`src/rtl/uart_pkg.sv`:
```
// Shared definitions for the UART receive path: default widths, pointer sizing
// helper and the sticky error record.
package uart_pkg;

    localparam int DataLength = 8;
    localparam int FifoDepth  = 16;

    // One extra bit beyond the address width acts as the wrap bit, so full and
    // empty stay distinguishable when the address bits match.
    function automatic int ptr_width(input int depth);
        return $clog2(depth) + 1;
    endfunction

    typedef struct packed {
        logic overflow;
        logic underflow;
    } err_t;

endpackage

```
`src/rtl/uart_rx_fifo_if.sv`:
```
// Receiver-to-host buffer bus: write strobe from the UART receiver, FWFT read
// handshake towards the host, plus occupancy and error status.
interface uart_rx_fifo_if #(
    parameter int DataLength = uart_pkg::DataLength,
    parameter int Depth      = uart_pkg::FifoDepth
);
    import uart_pkg::*;

    logic [DataLength-1:0]       i_wr_data;
    logic                        i_wr_en;
    logic [DataLength-1:0]       o_rd_data;
    logic                        o_rd_valid;
    logic                        i_rd_en;
    logic [ptr_width(Depth)-1:0] o_count;
    logic                        o_full;
    logic                        o_almost_full;
    logic                        o_overflow;
    logic                        o_underflow;
    logic                        i_clr_err;

    modport master (
        output i_wr_data, i_wr_en, i_rd_en, i_clr_err,
        input  o_rd_data, o_rd_valid, o_count, o_full, o_almost_full,
               o_overflow, o_underflow
    );

    modport slave (
        input  i_wr_data, i_wr_en, i_rd_en, i_clr_err,
        output o_rd_data, o_rd_valid, o_count, o_full, o_almost_full,
               o_overflow, o_underflow
    );

endinterface

```
`src/rtl/uart_fifo_mem.sv`:
```
// Plain storage array for the receive FIFO: one synchronous write port and one
// asynchronous read port, no reset and no control.
module uart_fifo_mem #(
    parameter int DataLength = 8,
    parameter int Depth      = 16,
    parameter int AddrW      = $clog2(Depth)
) (
    input  logic                  i_clk,
    input  logic                  i_we,
    input  logic [AddrW-1:0]      i_waddr,
    input  logic [DataLength-1:0] i_wdata,
    input  logic [AddrW-1:0]      i_raddr,
    output logic [DataLength-1:0] o_rdata
);
    import uart_pkg::*;

    logic [DataLength-1:0] mem_q [Depth];

    always_ff @(posedge i_clk) begin
        if (i_we) begin
            mem_q[i_waddr] <= i_wdata;
        end
    end

    assign o_rdata = mem_q[i_raddr];

endmodule

```
`src/rtl/uart_rx_fifo.sv`:
```
// First-word-fall-through receive buffer behind the UART receiver, with
// occupancy, almost-full warning and sticky overflow/underflow flags.
module uart_rx_fifo #(
    parameter int DataLength      = 8,
    parameter int Depth           = 16,
    parameter int AlmostFullLevel = 12
) (
    input  logic           i_clk,
    input  logic           i_rst_n,
    uart_rx_fifo_if.slave  bus
);
    import uart_pkg::*;

    localparam int PtrW  = ptr_width(Depth);
    localparam int AddrW = PtrW - 1;

    logic [PtrW-1:0] wr_ptr_q, wr_ptr_d;
    logic [PtrW-1:0] rd_ptr_q, rd_ptr_d;
    err_t            err_q, err_d;

    logic            empty, full, wr_ok, rd_ok;
    logic [PtrW-1:0] count;

    // A pop frees a slot in the same cycle, so a full FIFO can still accept a write.
    always_comb begin
        count    = wr_ptr_q - rd_ptr_q;
        empty    = (wr_ptr_q == rd_ptr_q);
        full     = (wr_ptr_q[AddrW-1:0] == rd_ptr_q[AddrW-1:0]) &&
                   (wr_ptr_q[AddrW] != rd_ptr_q[AddrW]);
        rd_ok    = bus.i_rd_en && !empty;
        wr_ok    = bus.i_wr_en && (!full || rd_ok);

        wr_ptr_d = wr_ptr_q;
        rd_ptr_d = rd_ptr_q;
        unique case ({wr_ok, rd_ok})
            2'b10:   wr_ptr_d = wr_ptr_q + PtrW'(1);
            2'b01:   rd_ptr_d = rd_ptr_q + PtrW'(1);
            2'b11: begin
                wr_ptr_d = wr_ptr_q + PtrW'(1);
                rd_ptr_d = rd_ptr_q + PtrW'(1);
            end
            default: ;
        endcase

        // Set has priority over clear so an error in the clearing cycle is kept.
        err_d.overflow  = (err_q.overflow  && !bus.i_clr_err) || (bus.i_wr_en && !wr_ok);
        err_d.underflow = (err_q.underflow && !bus.i_clr_err) || (bus.i_rd_en && empty);
    end

    always_ff @(posedge i_clk or negedge i_rst_n) begin
        if (!i_rst_n) begin
            wr_ptr_q <= '0;
            rd_ptr_q <= '0;
            err_q    <= '0;
        end else begin
            wr_ptr_q <= wr_ptr_d;
            rd_ptr_q <= rd_ptr_d;
            err_q    <= err_d;
        end
    end

    uart_fifo_mem #(
        .DataLength (DataLength),
        .Depth      (Depth),
        .AddrW      (AddrW)
    ) u_mem (
        .i_clk   (i_clk),
        .i_we    (wr_ok),
        .i_waddr (wr_ptr_q[AddrW-1:0]),
        .i_wdata (bus.i_wr_data),
        .i_raddr (rd_ptr_q[AddrW-1:0]),
        .o_rdata (bus.o_rd_data)
    );

    assign bus.o_rd_valid    = !empty;
    assign bus.o_count       = count;
    assign bus.o_full        = full;
    assign bus.o_almost_full = (count >= PtrW'(AlmostFullLevel));
    assign bus.o_overflow    = err_q.overflow;
    assign bus.o_underflow   = err_q.underflow;

endmodule

```
`src/flat_wrapper.sv`:
```
// flat-port wrapper written by rule: the top's interface ports become plain ports
module uart_rx_fifo_flat import uart_pkg::*;
#(
    parameter int DataLength      = 8,
    parameter int Depth           = 16,
    parameter int AlmostFullLevel = 12
)
  (i_clk, i_rst_n, bus_i_wr_data, bus_i_wr_en, bus_i_rd_en, bus_i_clr_err, bus_o_rd_data, bus_o_rd_valid, bus_o_count, bus_o_full, bus_o_almost_full, bus_o_overflow, bus_o_underflow);
  uart_rx_fifo_if #(.DataLength(DataLength), .Depth(Depth)) bus_i ();
  input  logic i_clk;
  input  logic i_rst_n;
  input wire logic [$bits(bus_i.i_wr_data)-1:0] bus_i_wr_data;
  input wire logic [$bits(bus_i.i_wr_en)-1:0] bus_i_wr_en;
  input wire logic [$bits(bus_i.i_rd_en)-1:0] bus_i_rd_en;
  input wire logic [$bits(bus_i.i_clr_err)-1:0] bus_i_clr_err;
  output wire logic [$bits(bus_i.o_rd_data)-1:0] bus_o_rd_data;
  output wire logic [$bits(bus_i.o_rd_valid)-1:0] bus_o_rd_valid;
  output wire logic [$bits(bus_i.o_count)-1:0] bus_o_count;
  output wire logic [$bits(bus_i.o_full)-1:0] bus_o_full;
  output wire logic [$bits(bus_i.o_almost_full)-1:0] bus_o_almost_full;
  output wire logic [$bits(bus_i.o_overflow)-1:0] bus_o_overflow;
  output wire logic [$bits(bus_i.o_underflow)-1:0] bus_o_underflow;
  assign bus_i.i_wr_data = bus_i_wr_data;
  assign bus_i.i_wr_en = bus_i_wr_en;
  assign bus_i.i_rd_en = bus_i_rd_en;
  assign bus_i.i_clr_err = bus_i_clr_err;
  assign bus_o_rd_data = bus_i.o_rd_data;
  assign bus_o_rd_valid = bus_i.o_rd_valid;
  assign bus_o_count = bus_i.o_count;
  assign bus_o_full = bus_i.o_full;
  assign bus_o_almost_full = bus_i.o_almost_full;
  assign bus_o_overflow = bus_i.o_overflow;
  assign bus_o_underflow = bus_i.o_underflow;
  uart_rx_fifo #(.DataLength(DataLength), .Depth(Depth), .AlmostFullLevel(AlmostFullLevel)) u_core (.i_clk(i_clk), .i_rst_n(i_rst_n), .bus(bus_i));
endmodule
```
`config.mk`:
```
export PLATFORM = sky130hd
export DESIGN_NAME = uart_rx_fifo_flat
export DESIGN_NICKNAME = d
export VERILOG_FILES = /design/src/rtl/uart_pkg.sv /design/src/rtl/uart_rx_fifo_if.sv /design/src/rtl/uart_fifo_mem.sv /design/src/rtl/uart_rx_fifo.sv /design/src/flat_wrapper.sv
export SDC_FILE = /design/constraint.sdc
export NUM_CORES = 1
export LEC_CHECK = 0
export CAP_MARGIN = 15
export CORE_MARGIN = 2
export CORE_UTILIZATION = 50
export CTS_BUF_LIST = sky130_fd_sc_hd__clkbuf_16
export DETAILED_ROUTE_END_ITERATION = 6
export PLACE_DENSITY = 0.79
export SLEW_MARGIN = 25
export SYNTH_ARGS = -nofsm -noshare
export SYNTH_HDL_FRONTEND = slang
export SYNTH_HIERARCHICAL = 1
export SYNTH_SLANG_ARGS = --single-unit
export TNS_END_PERCENT = 100
```
`constraint.sdc`:
```
create_clock -name i_clk -period 3.66 [get_ports i_clk]
set_input_delay 1.098 -clock i_clk [delete_from_list [all_inputs] [get_ports i_clk]]
set_output_delay 1.098 -clock i_clk [all_outputs]
set_load 0.05 [all_outputs]
```
==> qor.yml, run 1 <==
synth_cell_type_count: 38
cp_max_fo: 5
grt-busiest-layer: "met2"
postRouteAntennaNets: 0
maxCapViolCount: 0
async_reset_ff_share_pct: 8.57
arrival_ns: 2.36
wirelength_mm: 11.3
synth-edff-count: 128
timing.final.ws_setup_ns: 0.197
grt_pass1_vias: 3074
end_kind: "output pin"
min_from: "u_core/bus.o_underflow$_DFF_PN0_"
fin_setup_tns_ns: 0
synthMuxAreaShare_pct: 14.1
ys_ff_latch: 140
post-route-min-period_ns: 3.46
r2r-start: "u_core/rd_ptr_q[3]$_DFFE_PN0P_"
antenna_cells: 0
setup_viol: 0
routed_via_density: 5.83
cts_hold_buf: 0
coreArea_um2: 11300
synthXorXnorAreaFrac_pct: 1.98
htree_levels: 4
grt_pass1_wl_mm: 17.3
synth_warnings: 6
seq_area_frac_synth_pct: 72.0
grt_max_degree: 36
synthFlopType: "edfxtp_1"
relSlewSlack_pct: 37.3
die_h_um: 111
hold_viol: 0
synth_common_cells: "edfxtp_1, nor2_1, mux4_2"
vias: 2948
synth.most_common_cell: "edfxtp_1"
layout-drive-gt1-share_pct: 24.5
clock_sinks: 140
clockBufferDepth: 2
fill_cells: 809
rows: 39
synth_compound_area_share_pct: 3.17
synthCells: 296
yosys.area.top_type: "edfxtp_1"
antenna_found_initial: 0
required_ns: 2.56
gp_congestion: 0.759
nNetsFinal: 370
tightest_slew_ns: 0.937
ys_top_cells_by_area: "edfxtp_1, mux4_2, mux4_1"
grt_util_met3_pct: 6.12
synth_top_family_by_area: "multiplexers"
cts.clk_slew.worst_paths_ns: 0.05
port_buffers: 30
final.period_utilization_pct: 94.6
dpl_worst_slack_ns: 0.291
dr.pass1.iters: 4
dieArea_um2: 12400
synthSimpleGateAreaFrac_pct: 4.87
synth_adder_area_share_pct: 1.65
place_hpwl_mm: 7.13
synth_nets: 316
root_buffer: "clkbuf_16"
first_iter_violations: 278
cts_tree: "yes"
fin_skew_ns: 0.00559
numCtsBuffers: 17
die_width_um: 111
startpoint_type: "flop"
clk_latency_ns: 0.41
maxSlewViolCount: 0
grt_util_met2_pct: 31.2
synthDominantCellAreaShare_pct: 66.8
syn_area_um2: 5760
start_util_pct: 50.9
critPathKind: "reg -> out"
grt_overflow: 0
clock.fmax_ghz: 0.289
hp-class: "reg -> reg"
wire_per_inst_um: 22.3
track_usage_pct: 19.3
io_pins: 31
drc: 0
status: "complete, no violations"
synth.avg_cell_area_um2: 19.4
rsz0062_at_grt: "false"
area_growth_pct: 20.5
postLayoutCoreUtil_pct: 61.3
use_met1_pct: 24.6
crit_start: "u_core/wr_ptr_q[0]$_DFFE_PN0P_"
==> stage by stage <==
stage | area, um2 | hold slack, ns | std cells
2_1_floorplan | 5770 | 0.498 | 296
3_3_place_gp | 6330 | 0.517 | 474
3_5_place_dp | 6330 | 0.523 | 474
4_1_cts | 6930 | 0.539 | 506
5_1_grt | 6940 | 0.572 | 506
6_report | 6940 | 0.533 | 506
==> critical path, cell delays in order (launching register included) <==
cell,delay (ns)
dfrtp_1,0.37
inv_1,0.06
ha_1,0.13
inv_1,0.06
fa_2,0.39
a21o_1,0.19
a21oi_1,0.22
xnor2_2,0.12
nand3b_1,0.23
buf_12,0.17
==> final cells by class <==
cell class	instances	area [um2]	share of cell area, %
clock buffer	17	425	6.13
clock inverter	15	179	2.58
inverter	12	45.0	0.649
multi-input combinational	134	1500	21.7
sequential	140	4150	59.7
tap	143	179	2.58
timing repair buffer	45	460	6.64
==> placed cells by master (no fill, tap or decap), types with 3 or more instances in the layout <==
cell,netlist,routed
clkbuf_16,0,17
a22oi_1,16,16
ha_1,6,6
nand3_1,4,4
nor2_1,19,19
clkinvlp_4,0,3
xor2_1,6,5
buf_4,1,24
inv_1,11,11
dfrtp_1,12,11
bufinv_16,0,4
nand3b_1,4,4
xnor2_1,7,6
clkinv_1,0,3
clkdlybuf4s50_1,0,14
buf_12,0,7
mux4_1,14,14
nor3_1,4,3
edfxtp_1,128,128
nand2_1,11,11
mux4_2,18,18
clkinv_2,0,5
==> metal layers <==
layer | up-vias | wire length [um] | share of wire [%]
met5 | - | 0 | 0
met4 | 0 | 221 | 2.0
met3 | 19 | 933 | 8.3
met2 | 128 | 5810 | 52
met1 | 1490 | 4310 | 38
li1 | 1311 | - | -
==> registers in the layout, indices dropped and copies added, names as in the netlist <==
name,count
u_core/rd_ptr_q,5
u_core/bus.o_underflow,1
u_core/wr_ptr_q,5
u_core/u_mem/mem_q,128
u_core/bus.o_overflow,1
==> path summary, 6_finish.rpt <==
kind | endpoint | slack [ns] | cells after the start
max | bus_o_almost_full | 0.20 | 9
min | u_core/bus.o_underflow$_DFF_PN0_ | 0.53 | 2
min in group asynchronous | u_core/wr_ptr_q[4]$_DFFE_PN0P_ | 1.04 | 1
min reg2reg | u_core/bus.o_underflow$_DFF_PN0_ | 0.53 | 2
max reg2reg | u_core/u_mem/mem_q[14][3]$_DFFE_PP_ | 0.94 | 7
max in group asynchronous | u_core/rd_ptr_q[0]$_DFFE_PN0P_ | 2.24 | 1
==> cells by family after synthesis <==
| kind of cell | Yosys count |
|---|---|
| AND/OR/NAND/NOR | 55 |
| buffers and inverters | 22 |
| AO/OA/AOI/OAI | 24 |
| multiplexers | 35 |
| adder cells (fa/ha/maj) | 7 |
| flip-flops | 140 |
| XOR/XNOR | 13 |
==> repair_timing <==
item | CTS | global route
setup buffers | 0 | 0
resized for setup | 0 | 1
setup endpoints to repair | 0 | 1
Power of run 1 is left out: the tool's default activity adds up to more than one toggle a clock period on the data nets, which glitch-free logic cannot reach.
==> run 2: changes to the inputs <==
Settings changed: MAX_ROUTING_LAYER set to met4.
Clock period 3.66 ns to 3.85 ns, I/O delays scaled along.
==> run 2 against run 1 <==
Effect of this change:
- clock skew increased by 0.00097 ns
- sequential share of layout area increased by 0.12 points
- core utilization decreased by 0.10 points
- critical path depth unchanged
==> qor.yml, run 2 (same netlist as run 1, synthesis figures left out) <==
grt_pass1_vias: 3154  # +2.6%
postRouteAntennaNets: 0  # unchanged
area_growth_pct: 20.3
htree_levels: 4  # unchanged
hp-class: "reg -> reg"
first_iter_violations: 321  # +15%
r2r-start: "u_core/rd_ptr_q[2]$_DFFE_PN0P_"
required_ns: 2.69  # +0.13 ns
place_hpwl_mm: 7.11  # -0.31%
largest_reg_flops: 128  # unchanged
post-route-min-period_ns: 3.66
hold_viol: 0  # unchanged
final_common_cell: "edfxtp_1"
nNetsFinal: 375  # +1.4%
fin_setup_tns_ns: 0  # unchanged
min_to: "u_core/bus.o_underflow$_DFF_PN0_"
start_util_pct: 50.9  # unchanged
dr.pass1.iters: 5  # +1
root_buffer: "clkbuf_16"
rrSetupSlack_ns: 1.03  # +0.09 ns
drc: 0  # unchanged
cts_hold_buf: 0  # unchanged
fill_cells: 825  # +2.0%
die_h_um: 111  # unchanged
setup_viol: 0  # unchanged
tightest_slew_ns: 0.949  # +0.0117 ns
largestRegisters: "u_core/u_mem/mem_q: 128 flops, u_core/rd_ptr_q: 5 flops, u_core/wr_ptr_q: 5 flops"
grt_overflow: 0  # unchanged
fin_skew_ns: 0.00656  # +0.000965 ns
clockBufferDepth: 2  # unchanged
routed_via_density: 5.82  # -0.11%
min_from: "u_core/bus.o_underflow$_DFF_PN0_"
io_pins: 31  # unchanged
final.period_utilization_pct: 95.2
antenna_found_initial: 0  # unchanged
cp_max_fo: 11  # +6
maxSlewViolCount: 0  # unchanged
status: "complete, no violations"
clock.fmax_ghz: 0.273
coreArea_um2: 11300  # unchanged
layout-drive-gt1-share_pct: 25.5  # +1.0 points
r2r_end: "u_core/u_mem/mem_q[4][3]$_DFFE_PP_"
cts.clk_slew.worst_paths_ns: 0.06  # about the same
maxCapViolCount: 0  # unchanged
cts_tree: "yes"
port_buffers: 30  # unchanged
relSlewSlack_pct: 36.5  # -0.78 points
clk_latency_ns: 0.42  # about the same
clock_sinks: 140  # unchanged
mostFrequentLayoutCells: "edfxtp_1, buf_4, nor2_1"
largest_register: "u_core/u_mem/mem_q"
dieArea_um2: 12400  # unchanged
rr_worst_depth: 8  # +1
startpoint_type: "flop"
vias: 2974  # +0.88%
wirelength_mm: 11.1  # -1.6%
min_path_cells: 2  # unchanged
arrival_ns: 2.51  # +0.15 ns
track_usage_pct: 19.9  # +0.63 points
critPathKind: "reg -> out"
rsz0062_at_grt: "false"
numCtsBuffers: 17  # unchanged
antenna_cells: 0  # unchanged
grt_max_degree: 36  # unchanged
die_width_um: 111  # unchanged
gp_congestion: 0.809  # +6.6%
wire_per_inst_um: 21.7  # -2.5%
end_kind: "output pin"
rows: 39  # unchanged
grt_pass1_wl_mm: 17.3  # +0.28%
run 2: cell count changes in the layout (fill, tap and decap cells not counted), moves of 2 or more:
cell | before | now
inv_8 | 0 | 3
clkinv_1 | 3 | 1
clkinv_2 | 5 | 0
inv_6 | 0 | 6
buf_4 | 24 | 29
bufinv_16 | 4 | 1
run 2: how the worst max path moves through the flow:
stage,startpoint,endpoint,slack [ns],cells after the start
CTS,u_core/wr_ptr_q[0]$_DFFE_PN0P_,bus_o_almost_full,0.07,9
floorplan,u_core/wr_ptr_q[0]$_DFFE_PN0P_,bus_o_almost_full,0.09,8
global placement,bus_i_rd_en,u_core/u_mem/mem_q[4][1]$_DFFE_PP_,0.52,6
finish,u_core/wr_ptr_q[0]$_DFFE_PN0P_,bus_o_almost_full,0.19,9
detailed placement,bus_i_rd_en,u_core/u_mem/mem_q[4][1]$_DFFE_PP_,0.39,6
global route,u_core/wr_ptr_q[0]$_DFFE_PN0P_,bus_o_almost_full,0.06,9
run 2: per-stage QoR:
stage	instances	worst slack, ns	hold slack, ns	utilization (%)	instance area (um2)
6_report	511	0.186	0.538	61.2	6930
5_1_grt	511	0.0629	0.564	61.2	6930
4_1_cts	511	0.0667	0.543	61.1	6920
3_5_place_dp	479	0.395	0.530	56.0	6340
3_3_place_gp	479	0.521	0.514	56.0	6340
2_1_floorplan	296	0.0896	0.498	-	5760
run 2: final cells by class:
class,count,area (um2),share of cell area (%)
flip-flops and latches,140,4150,59.9
clock buffers,17,425,6.14
multi-input cells,134,1490,21.5
repair buffers,50,488,7.04
clock inverters,15,151,2.19
inverters,12,45.0,0.650
well taps,143,179,2.58
run 2: worst max-delay path: stages, from the launching register on:
cell,delay [ns]
dfrtp_2,0.49
inv_1,0.09
ha_1,0.14
inv_1,0.06
fa_2,0.38
a21o_1,0.19
a21oi_1,0.22
xnor2_2,0.12
nand3b_1,0.23
buf_12,0.18
run 2: metal layers:
metal / vias up / global-route usage (%) / routed length (um)
met5: - / - / 0
met2: 115 / 31.1 / 5620
met4: 0 / 6.75 / 248
li1: 1330 / - / -
met3: 21 / 6.56 / 750
met1: 1508 / 24.8 / 4480
run 2: what timing repair did:
item | in CTS | in global routing
resized for setup | 0 | 3
setup endpoints to repair | 0 | 1
buffers inserted | 0 | 0
Power of run 2 is left out for the same reason.
